`src/rtl/display_scheduler.sv`:
```
// Four-digit seven-segment scanner that time-shares the display between roller text (A)
// and the calculator sum (B), switching source only at frame boundaries; also blinks overflow.
module display_scheduler #(
   parameter int HOLD_FRAMES  = 250,
   parameter int BLANK_CYCLES = 4,
   parameter int BLINK_FRAMES = 31
) (
   input  logic        clk,
   input  logic        rst,
   input  logic        scan_tick,
   input  logic [27:0] src_a,
   input  logic [27:0] src_b,
   input  logic        b_req,
   input  logic        M,
   input  logic        overflow,
   output logic [6:0]  C,
   output logic        AN3,
   output logic        AN2,
   output logic        AN1,
   output logic        AN0,
   output logic        showing_b,
   output logic        overflow_led
);

   localparam logic [9:0] HOLD_RELOAD  = 10'(HOLD_FRAMES - 1);
   localparam logic [3:0] BLANK_LOAD   = 4'(BLANK_CYCLES);
   localparam logic [7:0] BLINK_RELOAD = 8'(BLINK_FRAMES - 1);

   typedef enum logic [1:0] {SRC_A, SRC_B_HOLD, SRC_B_FORCE} src_state_t;

   src_state_t state_reg, state_next;
   logic [9:0] hold_reg, hold_next;
   logic       pending_reg, pending_next;
   logic       showing_b_reg;
   logic [1:0] idx_reg;
   logic [3:0] blank_reg;
   logic       wait_reg;
   logic [3:0] an_reg;
   logic [6:0] c_reg;
   logic [7:0] blink_reg;
   logic       led_reg;

   logic [6:0] code_a [4];
   logic [6:0] code_b [4];
   logic [6:0] cur_code;
   logic       frame_tick;
   logic       req;

   genvar gi;
   generate
      for (gi = 0; gi < 4; gi++) begin : g_unpack
         assign code_a[gi] = src_a[gi*7 +: 7];
         assign code_b[gi] = src_b[gi*7 +: 7];
      end
   endgenerate

   // A frame starts on the tick that wraps the digit index from 0 back to 3.
   assign frame_tick = scan_tick && (idx_reg == 2'd0);
   assign req        = pending_reg | b_req;
   assign cur_code   = (state_reg != SRC_A) ? code_b[idx_reg] : code_a[idx_reg];

   always_comb begin
      state_next   = state_reg;
      hold_next    = hold_reg;
      pending_next = req;
      if (frame_tick) begin
         case (state_reg)
            SRC_A: begin
               if (M) begin
                  state_next = SRC_B_FORCE;
               end else if (req) begin
                  state_next   = SRC_B_HOLD;
                  hold_next    = HOLD_RELOAD;
                  pending_next = 1'b0;
               end
            end
            SRC_B_HOLD: begin
               if (M) begin
                  state_next = SRC_B_FORCE;
               end else if (req) begin
                  hold_next    = HOLD_RELOAD;
                  pending_next = 1'b0;
               end else if (hold_reg == 10'd0) begin
                  state_next = SRC_A;
               end else begin
                  hold_next = hold_reg - 10'd1;
               end
            end
            SRC_B_FORCE: begin
               // Requests collected while forced stay pending and re-arm the hold on release.
               if (!M) begin
                  if (req) begin
                     state_next   = SRC_B_HOLD;
                     hold_next    = HOLD_RELOAD;
                     pending_next = 1'b0;
                  end else begin
                     state_next = SRC_A;
                  end
               end
            end
            default: state_next = SRC_A;
         endcase
      end
   end

   always_ff @(posedge clk or negedge rst) begin
      if (!rst) begin
         state_reg     <= SRC_A;
         hold_reg      <= 10'd0;
         pending_reg   <= 1'b0;
         showing_b_reg <= 1'b0;
      end else begin
         state_reg     <= state_next;
         hold_reg      <= hold_next;
         pending_reg   <= pending_next;
         showing_b_reg <= (state_next != SRC_A);
      end
   end

   always_ff @(posedge clk or negedge rst) begin
      if (!rst) begin
         idx_reg   <= 2'd3;
         blank_reg <= 4'd0;
         wait_reg  <= 1'b0;
         an_reg    <= 4'hF;
         c_reg     <= 7'h7F;
      end else if (scan_tick) begin
         idx_reg   <= idx_reg - 2'd1;
         blank_reg <= BLANK_LOAD;
         wait_reg  <= 1'b1;
         an_reg    <= 4'hF;
         c_reg     <= 7'h7F;
      end else if (wait_reg) begin
         if (blank_reg == 4'd0) begin
            wait_reg <= 1'b0;
            an_reg   <= ~(4'b0001 << idx_reg);
            c_reg    <= cur_code;
         end else begin
            blank_reg <= blank_reg - 4'd1;
         end
      end else if (an_reg != 4'hF) begin
         // Segment codes follow the live source while the digit is lit.
         c_reg <= cur_code;
      end
   end

   always_ff @(posedge clk or negedge rst) begin
      if (!rst) begin
         blink_reg <= 8'd0;
         led_reg   <= 1'b0;
      end else if (!overflow) begin
         blink_reg <= 8'd0;
         led_reg   <= 1'b0;
      end else if (frame_tick) begin
         if (blink_reg == 8'd0) begin
            led_reg   <= ~led_reg;
            blink_reg <= BLINK_RELOAD;
         end else begin
            blink_reg <= blink_reg - 8'd1;
         end
      end
   end

   assign C            = c_reg;
   assign AN3          = an_reg[3];
   assign AN2          = an_reg[2];
   assign AN1          = an_reg[1];
   assign AN0          = an_reg[0];
   assign showing_b    = showing_b_reg;
   assign overflow_led = led_reg;

endmodule

```
`config.mk`:
```
export PLATFORM = sky130hd
export DESIGN_NAME = display_scheduler
export DESIGN_NICKNAME = d
export VERILOG_FILES = /design/src/rtl/display_scheduler.sv
export SDC_FILE = /design/constraint.sdc
export NUM_CORES = 1
export LEC_CHECK = 0
export CAP_MARGIN = 15
export CORE_MARGIN = 2
export CORE_UTILIZATION = 51
export DETAILED_ROUTE_END_ITERATION = 16
export DONT_BUFFER_PORTS = 1
export MAX_ROUTING_LAYER = met4
export PLACE_DENSITY = 0.75
export SLEW_MARGIN = 25
export SYNTH_ARGS = -nofsm -noshare
export SYNTH_HDL_FRONTEND = slang
export SYNTH_SLANG_ARGS = --single-unit
```
`constraint.sdc`:
```
create_clock -name clk -period 2.79 [get_ports clk]
set_input_delay 0.4185 -clock clk [delete_from_list [all_inputs] [get_ports clk]]
set_output_delay 0.4185 -clock clk [all_outputs]
set_load 0.05 [all_outputs]
```
==> metrics <==
Sequential Power Share=between 40% and 50%; Critical Path End Type=flip-flop; simple-gate share of the synthesized area=between 10% and 20%; number of core rows=25; fraction of layout instances using a drive strength above 1=roughly a quarter; Die X-Extent=~74 um; number of buffers created by CTS=5; met3 wire length=about 210 um; clock root buffer master=clkbuf_8; Storage cell area=around 1000 um2; final standard cell area without fillers=approximately 2700 um2; data required time at the worst endpoint=approximately 3.0 ns; summed negative setup slack over all endpoints=0 ns; most used flip-flop cell after synthesis=dfrtp_1; first-pass GRT wire length=roughly 9100 um; highest metal layer with signal wires=met4; Synthesis Warnings=0; unrepaired setup endpoints after global routing=no; proportion of power drawn by combinational gates=between 30% and 40%; fraction of the mapped netlist area in compound gates=between 10% and 20%; setup skew after layout=roughly 0.0074 ns; combinational family with the most area after synthesis=multiplexers; run status=finished, final reports clean; instance count of the mapped netlist=roughly 230; via total after detailed routing=between 1.5k and 2k; total power=2910 uW; switching power summed over all nets=1240 uW; Final Routed Wirelength=about 5300 um; Max IR drop VDD=~0.00061 V; Crit path arrival time=around 2.5 ns; clock tree from TritonCTS=done; most used cells in the layout excluding fill and tap cells=28 x dfrtp_1, 24 x nand2_1, 14 x nor2_1, 14 x mux4_2, 13 x dfstp_2; Hold Worst Slack=0.183 ns; Sw Share=a little over two fifths; Post-route DRC=0; Post-synth EDFFs=0; count of antenna-violating nets left after detailed routing=0; filler cell count in the final layout=between 400 and 500; sequential cell area fraction in the yosys report=roughly 41%; total leakage power=about 0.0011 uW; max-capacitance violation count=0; mean cell area of the mapped netlist=roughly 11 um2; pin count of the biggest net entering global routing=between 40 and 50; endpoints failing hold=0; Synth Cell Area=between 2000 and 3000 um2; met1 WL=around 2500 um; clock share of power=13.5%; Internal Dissipation=roughly 1700 uW; per-cell via count in the routed design=6.10; count of state elements after synthesis=41; final setup violating endpoints=0; fraction of synthesized cell area in xor and xnor cells=1.73%; DP Cell Count=288; routed length per placed instance=about 18 um; Net Count, Synth=300; Die Outline Area=~5500 um2; latest clock arrival within the worst-skew pair=0.29 ns; clock-pin slew on the worst setup and hold paths=around 0.070 ns; placed wire-length estimate=roughly 4000 um; Max Fanout on Critical Path=11; Pwr per Cell Area=roughly 1100 nW/um2; Nets=301; initial antenna violation count=0; quantity of I/O buffers inserted on ports=0; hold crit path type=input port to flip-flop; unique cell type count in the Yosys netlist=52; Crit Path Category=flip-flop to flip-flop; highest clock frequency the design can meet=438 MHz; floorplan die height=~74 um; number of DRC markers after the initial detailed-route iteration=137; flip-flop count of the largest register, all copies and words added=10; clk sinks=41; area of the core region=~4800 um2; number of buffers added for setup after CTS=0; Layout Cells excl Fill=slightly below 300; crit start category=flip-flop; fraction of synthesized area in multiplexers=between 15 and 20%; P&R area growth vs syn=6.39%; I/O pin total=75; final number of max-transition violations=0; Tightest Pin Transition=0.914 ns; routed length on met2=about 2500 um; combined area of the multi-input logic cells=1390 um2; number of buffers on the longest clock path=2; Antenna Cells=0; most common cell after layout, fill and taps aside=dfrtp_1; Tmin final=roughly 2.3 ns; gr usage total=between 20% and 30%; Post-synth ARST share=between 90% and 100%; fraction of the mapped netlist area in adder cells=under 10%; starting utilization of the core area=a little over half; aggregate global routing overflow=0; H-tree depth=2; final period utilization=about four fifths; worst slew margin relative to its limit=about two fifths; first-pass detailed-route iteration total=5; gpl congestion=a little under 0.9; via count of the first global-routing pass=approximately 1.8k; placement-stage cell area=between 2000 and 3000 um2
==> cell usage after synthesis, drive strengths merged, types with 2 or more instances <==
cell	n	area (um2)
or3	3	18.8
dfstp	13	342
buf	7	46.3
inv	10	37.5
and3	2	13.8
xnor2	4	35.0
nor2	14	52.6
ha	9	113
nor3b	4	35.0
a31oi	2	12.5
and2	2	12.5
o22a	8	70.1
clkbuf	3	11.3
a21boi	2	15.0
mux2	11	124
o21ai	9	45.0
or2	2	12.5
or3b	3	26.3
dfrtp	28	701
nand3	9	45.0
o31ai	7	57.6
nor3	8	40.0
a2111oi	2	17.5
nor4	3	33.8
mux4	14	315
a21oi	9	45.0
o41ai	2	25.0
o211a	2	20.0
nand2	24	90.1
==> repair_timing <==
action                                 in CTS  in global routing
hold buffers                                2                  0
gates resized for setup                     0                  0
endpoints found under the hold margin      41                  0
==> stage by stage <==
step / worst slack, ns / util, %
after floorplan: 0.471 / -
after global placement: 0.595 / 54.0
after detailed placement: 0.519 / 54.0
after CTS: 0.505 / 56.5
after global routing: 0.379 / 56.5
final: 0.506 / 56.5
==> path summary, 6_finish.rpt <==
| kind | startpoint | to | slack (ns) | cells past startpoint |
|---|---|---|---|---|
| worst max-delay path | idx_reg[1] | hold_reg[9] | 0.51 | 6 |
| worst min-delay path | scan_tick | idx_reg[0] | 0.18 | 1 |
| worst max register to register | idx_reg[1] | hold_reg[9] | 0.51 | 6 |
| worst min register to register | hold_reg[8] | hold_reg[8] | 0.52 | 1 |
| max in group asynchronous | rst | idx_reg[1] | 1.91 | 2 |
| min in group asynchronous | rst | hold_reg[2] | 0.63 | 2 |
==> worst max-delay path: stages (launching register included) <==
cell and delay [ns]:
dfstp_2 0.39, inv_2 0.16, ha_1 0.23, and3b_1 0.20, o311ai_0 0.30, or2_2 0.51
a221o_1 0.37
==> routing by layer <==
layer	vias to the layer above	global-route usage, %
met3	13	4.88
met4	0	9.52
met2	46	32.2
met5	-	-
met1	893	31.1
li1	865	-
==> cell type report <==
cell class                 count  area share (%)
multi-input combinational    168            51.7
tap                           67            3.12
inverter                      10            1.40
clock buffer                   8            3.35
sequential                    41            38.8
timing repair buffer           4            1.68
==> power groups by stage <==
| stage | clock, uW | combinational, uW | sequential (uW) |
|---|---|---|---|
| 6_report | 393 | 1160 | 1360 |
| 5_1_grt | 436 | 1300 | 1390 |
| 4_1_cts | 408 | 1170 | 1360 |
| 3_5_place_dp | 0 | 1150 | 1370 |
| 3_3_place_gp | 0 | 1120 | 1360 |
| 2_1_floorplan | 0 | 976 | 1310 |
==> kinds of logic after synthesis <==
family | Yosys count
simple gates | 81
compound gates | 48
flops | 41
mux | 25
buf+inv | 20
fa+ha+maj | 9
xor+xnor | 5
No activity file was read; power rests on OpenSTA's default activity.
==> edit 1, RTL diff (same flow settings) <==
Take the reset off `hold_reg` and load it in a clocked block of its own.
--- a/src/rtl/display_scheduler.sv
+++ b/src/rtl/display_scheduler.sv
@@ -106,15 +106,17 @@
    always_ff @(posedge clk or negedge rst) begin
       if (!rst) begin
          state_reg     <= SRC_A;
-         hold_reg      <= 10'd0;
          pending_reg   <= 1'b0;
          showing_b_reg <= 1'b0;
       end else begin
          state_reg     <= state_next;
-         hold_reg      <= hold_next;
          pending_reg   <= pending_next;
          showing_b_reg <= (state_next != SRC_A);
       end
+   end
+
+   always_ff @(posedge clk) begin
+      hold_reg <= hold_next;
    end
 
    always_ff @(posedge clk or negedge rst) begin
Formal check against the unedited RTL: no difference found for any inputs over 10 cycles, from zero or initial values and one cycle with rst low; that may be too few to reach the edited logic, so the function may still have changed.
==> edit 1 against the original RTL <==
  * Area after synthesis grew 2.6%
  * Worst setup slack lost 0.099 ns
  * Design area rose by 3.9%
  * Clock power is 43% higher
  * Total power decreased by 0.45%
  * Sequential cell count unchanged
  * Non-clock buffer count down 1
  * Routed wire length grew 0.47%
==> edit 1: results (changes against the original RTL) <==
status finished, final reports clean (unchanged); final instance count without filler cells 307 (was 298); number of global-route vias before repair 1799 (was 1836); Total Wirelength 5.330 mm (was 5.305 mm); met3 GRT Util 6.024% (was 4.878%); Peak supply drop 0.5085 mV (was 0.6108 mV); fraction of layout cells with a size suffix above 1 15.00% (was 25.97%); Global Route met2 Usage 32.16% (was 32.15%); Worst Path Max Fanout 12 (was 11); leakage 1.097 nW (was 1.054 nW); Fillers 427 (was 433); Mapped Cells 242 (was 229); Post-synth ARST share 75.61% (was 100.0%); met1 Track Usage GR 24.53% (was 31.06%); global-route wire length before repair 8.273 mm (was 9.080 mm); Via density 6.195 (was 6.097); Hold Path Class in -> reg (unchanged); distinct cell type count after synthesis 48 (was 52); Post-synth EDFFs 10 (was 0); DP HPWL 3.825 mm (was 3.970 mm); GPL Wtd Cong 0.7869 (was 0.8805); YS warnings 0 (unchanged); Slew HR 36.69% (was 38.29%); clk_skew 0.008196 ns (was 0.007393 ns); drt first pass iters 4 (was 5); top cells by area, synth dfrtp_1, dfstp_2, edfxtp_1 (was dfrtp_1, dfstp_2, mux4_2); pin count of the biggest net entering global routing 32 (was 42); placed cell count 297 (was 288); Reg clk slew, reported paths 0.08 ns; total track usage 20.01% (was 22.52%); Post-synth top cells mux2i_1, dfrtp_1, a21oi_1 (was dfrtp_1, nand2_1, mux4_2, nor2_1, dfstp_2); Iter 0 DRT Violations 142 (was 137); prevailing post-synth register cell dfrtp_1 (unchanged); arrival time worst endpoint 2.30 ns (was 2.46 ns); Slowest cell on crit path a21oi_1 (was or2_2); CP peak stage delay 0.73 ns (was 0.51 ns); Seq/Total Area, Yosys 42.17% (was 41.28%)
edit 1: changes by cell type after synthesis, sizes merged, moves of 5 or more:
cell | unedited run | this run
edfxtp | 0 | 10
nand2 | 24 | 11
dfrtp | 28 | 18
o22a | 8 | 0
a21oi | 9 | 16
mux2i | 0 | 29
clkbuf | 3 | 9
a211o | 0 | 5
mux2 | 11 | 0
a2bb2oi | 0 | 7
mux4 | 14 | 7
edit 1: report_power, final:
group          switching (mW)  total (mW)  internal [mW]  leakage, nW
clock network           0.208       0.563          0.355       0.0681
registers               0.448        1.29          0.845        0.443
logic                   0.508        1.04          0.535        0.586
edit 1: metrics by stage:
stage	utilization, %	worst slack, ns	area [sq um]	power [mW]
3_3_place_gp	54.55	0.5073	2628	2.300
2_1_floorplan	-	0.4733	2590	2.159
4_1_cts	57.95	0.3884	2791	2.919
5_1_grt	57.95	0.2349	2791	3.086
3_5_place_dp	54.55	0.4047	2628	2.332
6_report	57.95	0.4076	2791	2.899
edit 1: cells by family after synthesis:
family / Yosys count / synth area share [%]
simple gates: 71 / 16.09
compound gates: 56 / 14.93
flops: 41 / 42.17
mux: 36 / 17.29
buf+inv: 25 / 3.816
fa+ha+maj: 9 / 4.348
xor+xnor: 4 / 1.353
edit 1: final timing paths:
path | start | endpoint | slack [ns] | depth (start not counted)
min in group asynchronous | rst | blank_reg[0] | 0.56 | 2
worst min-delay path | scan_tick | blank_reg[3] | 0.18 | 1
worst min register to register | blank_reg[1] | blank_reg[1] | 0.56 | 2
worst max-delay path | idx_reg[1] | hold_reg[9] | 0.41 | 5
max in group asynchronous | rst | C[1] | 1.99 | 2
worst max register to register | idx_reg[1] | hold_reg[9] | 0.41 | 5
edit 1: layout make-up:
cell class / count / share of cell area [%]
sequential: 41 / 39.13
clock buffer: 5 / 2.465
clock inverter: 3 / 2.331
timing repair buffer: 3 / 1.345
inverter: 12 / 1.614
tap: 67 / 3.003
multi-input combinational: 176 / 50.11
edit 1: routing by layer:
layer / share of wire [%] / vias up / wire length [um]
met5: 0 / - / 0
met4: 0.60 / 0 / 32
met3: 7.9 / 2 / 423
met2: 47 / 65 / 2519
met1: 44 / 916 / 2355
li1: - / 919 / -
edit 1: critical path: cells and delay by family (launching register included):
family,cells,cell delay (ns)
buffers and inverters,1,0.12
adder cells (fa/ha/maj),1,0.38
flip-flops,1,0.46
AO/OA/AOI/OAI,1,0.73
AND/OR/NAND/NOR,2,0.32
==> edit 2, RTL diff (same flow settings) <==
Made on the original files. Set the parameter `BLINK_FRAMES` to 16 (it was 31).
--- a/src/rtl/display_scheduler.sv
+++ b/src/rtl/display_scheduler.sv
@@ -3,7 +3,7 @@
 module display_scheduler #(
    parameter int HOLD_FRAMES  = 250,
    parameter int BLANK_CYCLES = 4,
-   parameter int BLINK_FRAMES = 31
+   parameter int BLINK_FRAMES = 16
 ) (
    input  logic        clk,
    input  logic        rst,
Behaviour: same outputs for any inputs over 10 cycles, from zero or initial values and one cycle with rst low; that may be too few to reach the edited logic, so the function may still have changed.
==> edit 2 against the original RTL <==
  * Cell count rose by 0.34%
  * Fmax rose by 7.5%
  * Area after synthesis barely moved
  * Total power fell by 1.6%
  * Global-route usage fell by 2.6 points
  * Sequential cell count did not move
  * Utilization rose by 0.42 points
  * Combinational power fell by 3%
  * Design area rose by 0.75%
  * First-iteration DRC count rose by 15%
  * Clock power rose by 5.6%
  * Routed wire length fell by 4.9%
  * Worst setup slack improved by 0.16 ns
  * Highest routed layer unchanged
==> edit 2: results (changes against the original RTL) <==
Synth Area in Compound Gates 11.44% (was 13.97%); Largest register FFs 10 (unchanged); placed cell count 289 (was 288); Via density 6.023 (was 6.097); Port Buf Inserts 0 (unchanged); top cells by area, synth dfrtp_1, dfstp_2, mux4_2 (unchanged); drt wl/cell 16.87 um (was 17.80 um); Total Wirelength 5.044 mm (was 5.305 mm); Peak supply drop 0.8099 mV (was 0.6108 mV); status finished, final reports clean (unchanged); Post-Synthesis Net Count 298 (was 300); fraction of layout cells with a size suffix above 1 24.14% (was 25.97%); Slew HR 66.09% (was 38.29%); Slowest cell on crit path dfstp_2 (was or2_2); Post-synth top cells dfrtp_1, nand2_1, nor2_1 (was dfrtp_1, nand2_1, mux4_2, nor2_1, dfstp_2); distinct cell type count after synthesis 58 (was 52); post-synthesis xor/xnor area fraction 2.427% (was 1.734%); total track usage 19.88% (was 22.52%); leakage 1.118 nW (was 1.054 nW); Setup Buffers After CTS 0 (unchanged); multiplexer area fraction after synthesis 17.88% (was 17.39%); Mapped Cells 227 (was 229); DP Area 0.002580 sq mm (was 0.002566 sq mm); global-route wire length before repair 8.093 mm (was 9.080 mm); Post-synth ARST share 100.0% (unchanged); number of global-route vias before repair 1626 (was 1836); total clock buffers created by CTS 5 (unchanged); GPL Wtd Cong 0.8440 (was 0.8805); clk_skew 0.007501 ns (was 0.007393 ns); fin nets 302 (was 301); Seq/Total Area, Yosys 41.26% (was 41.28%); area share of fa/ha/maj cells after synthesis 4.458% (was 4.460%); Iter 0 DRT Violations 158 (was 137); Worst Path Max Fanout 9 (was 11)
==> edit 2: changes by cell type after synthesis, moves of 4 or more <==
| cell | before | now |
|---|---|---|
| xor2_1 | 1 | 5 |
| mux2_2 | 11 | 4 |
| a2bb2oi_1 | 0 | 7 |
| nand3_1 | 9 | 5 |
| nor2_1 | 14 | 19 |
| nand2_1 | 24 | 19 |
| o22a_1 | 8 | 0 |
| o31ai_1 | 6 | 1 |
| mux2i_1 | 0 | 8 |
==> edit 2: worst paths after layout <==
kind                                end   startpoint  slack, ns
max in group asynchronous          C[2]          rst       1.95
hold reg to reg             hold_reg[8]  hold_reg[8]       0.48
setup reg to reg            hold_reg[1]   idx_reg[1]       0.67
min in group asynchronous  blink_reg[0]          rst       0.57
setup / recovery            hold_reg[1]   idx_reg[1]       0.67
hold / removal             blank_reg[1]    scan_tick       0.17
==> edit 2: cell type report <==
class	count	area, sq um
timing repair buffer	4	45.04
multi-input combinational	167	1394
clock buffer	6	82.58
sequential	41	1042
fill	417	2048
clock inverter	2	13.76
inverter	12	45.04
tap	67	83.83
==> edit 2: metal layers <==
| layer | vias up | track usage (%) | routed length (um) |
|---|---|---|---|
| li1 | 862 | - | - |
| met1 | 888 | 28.90 | 2275 |
| met2 | 44 | 26.45 | 2401 |
| met3 | 7 | 6.911 | 315 |
| met4 | 0 | 5.159 | 52 |
| met5 | - | - | 0 |
==> edit 2: critical path: cells and delay by family, from the launching register on <==
kind | cells | cell delay, ns
flops | 1 | 0.39
fa+ha+maj | 1 | 0.28
simple gates | 3 | 0.79
mux | 1 | 0.37
buf+inv | 1 | 0.19
==> edit 2: power by group <==
part | internal (mW) | switching (mW) | total, mW
clock network | 0.201 | 0.215 | 0.415
registers | 0.857 | 0.469 | 1.33
logic | 0.570 | 0.555 | 1.12
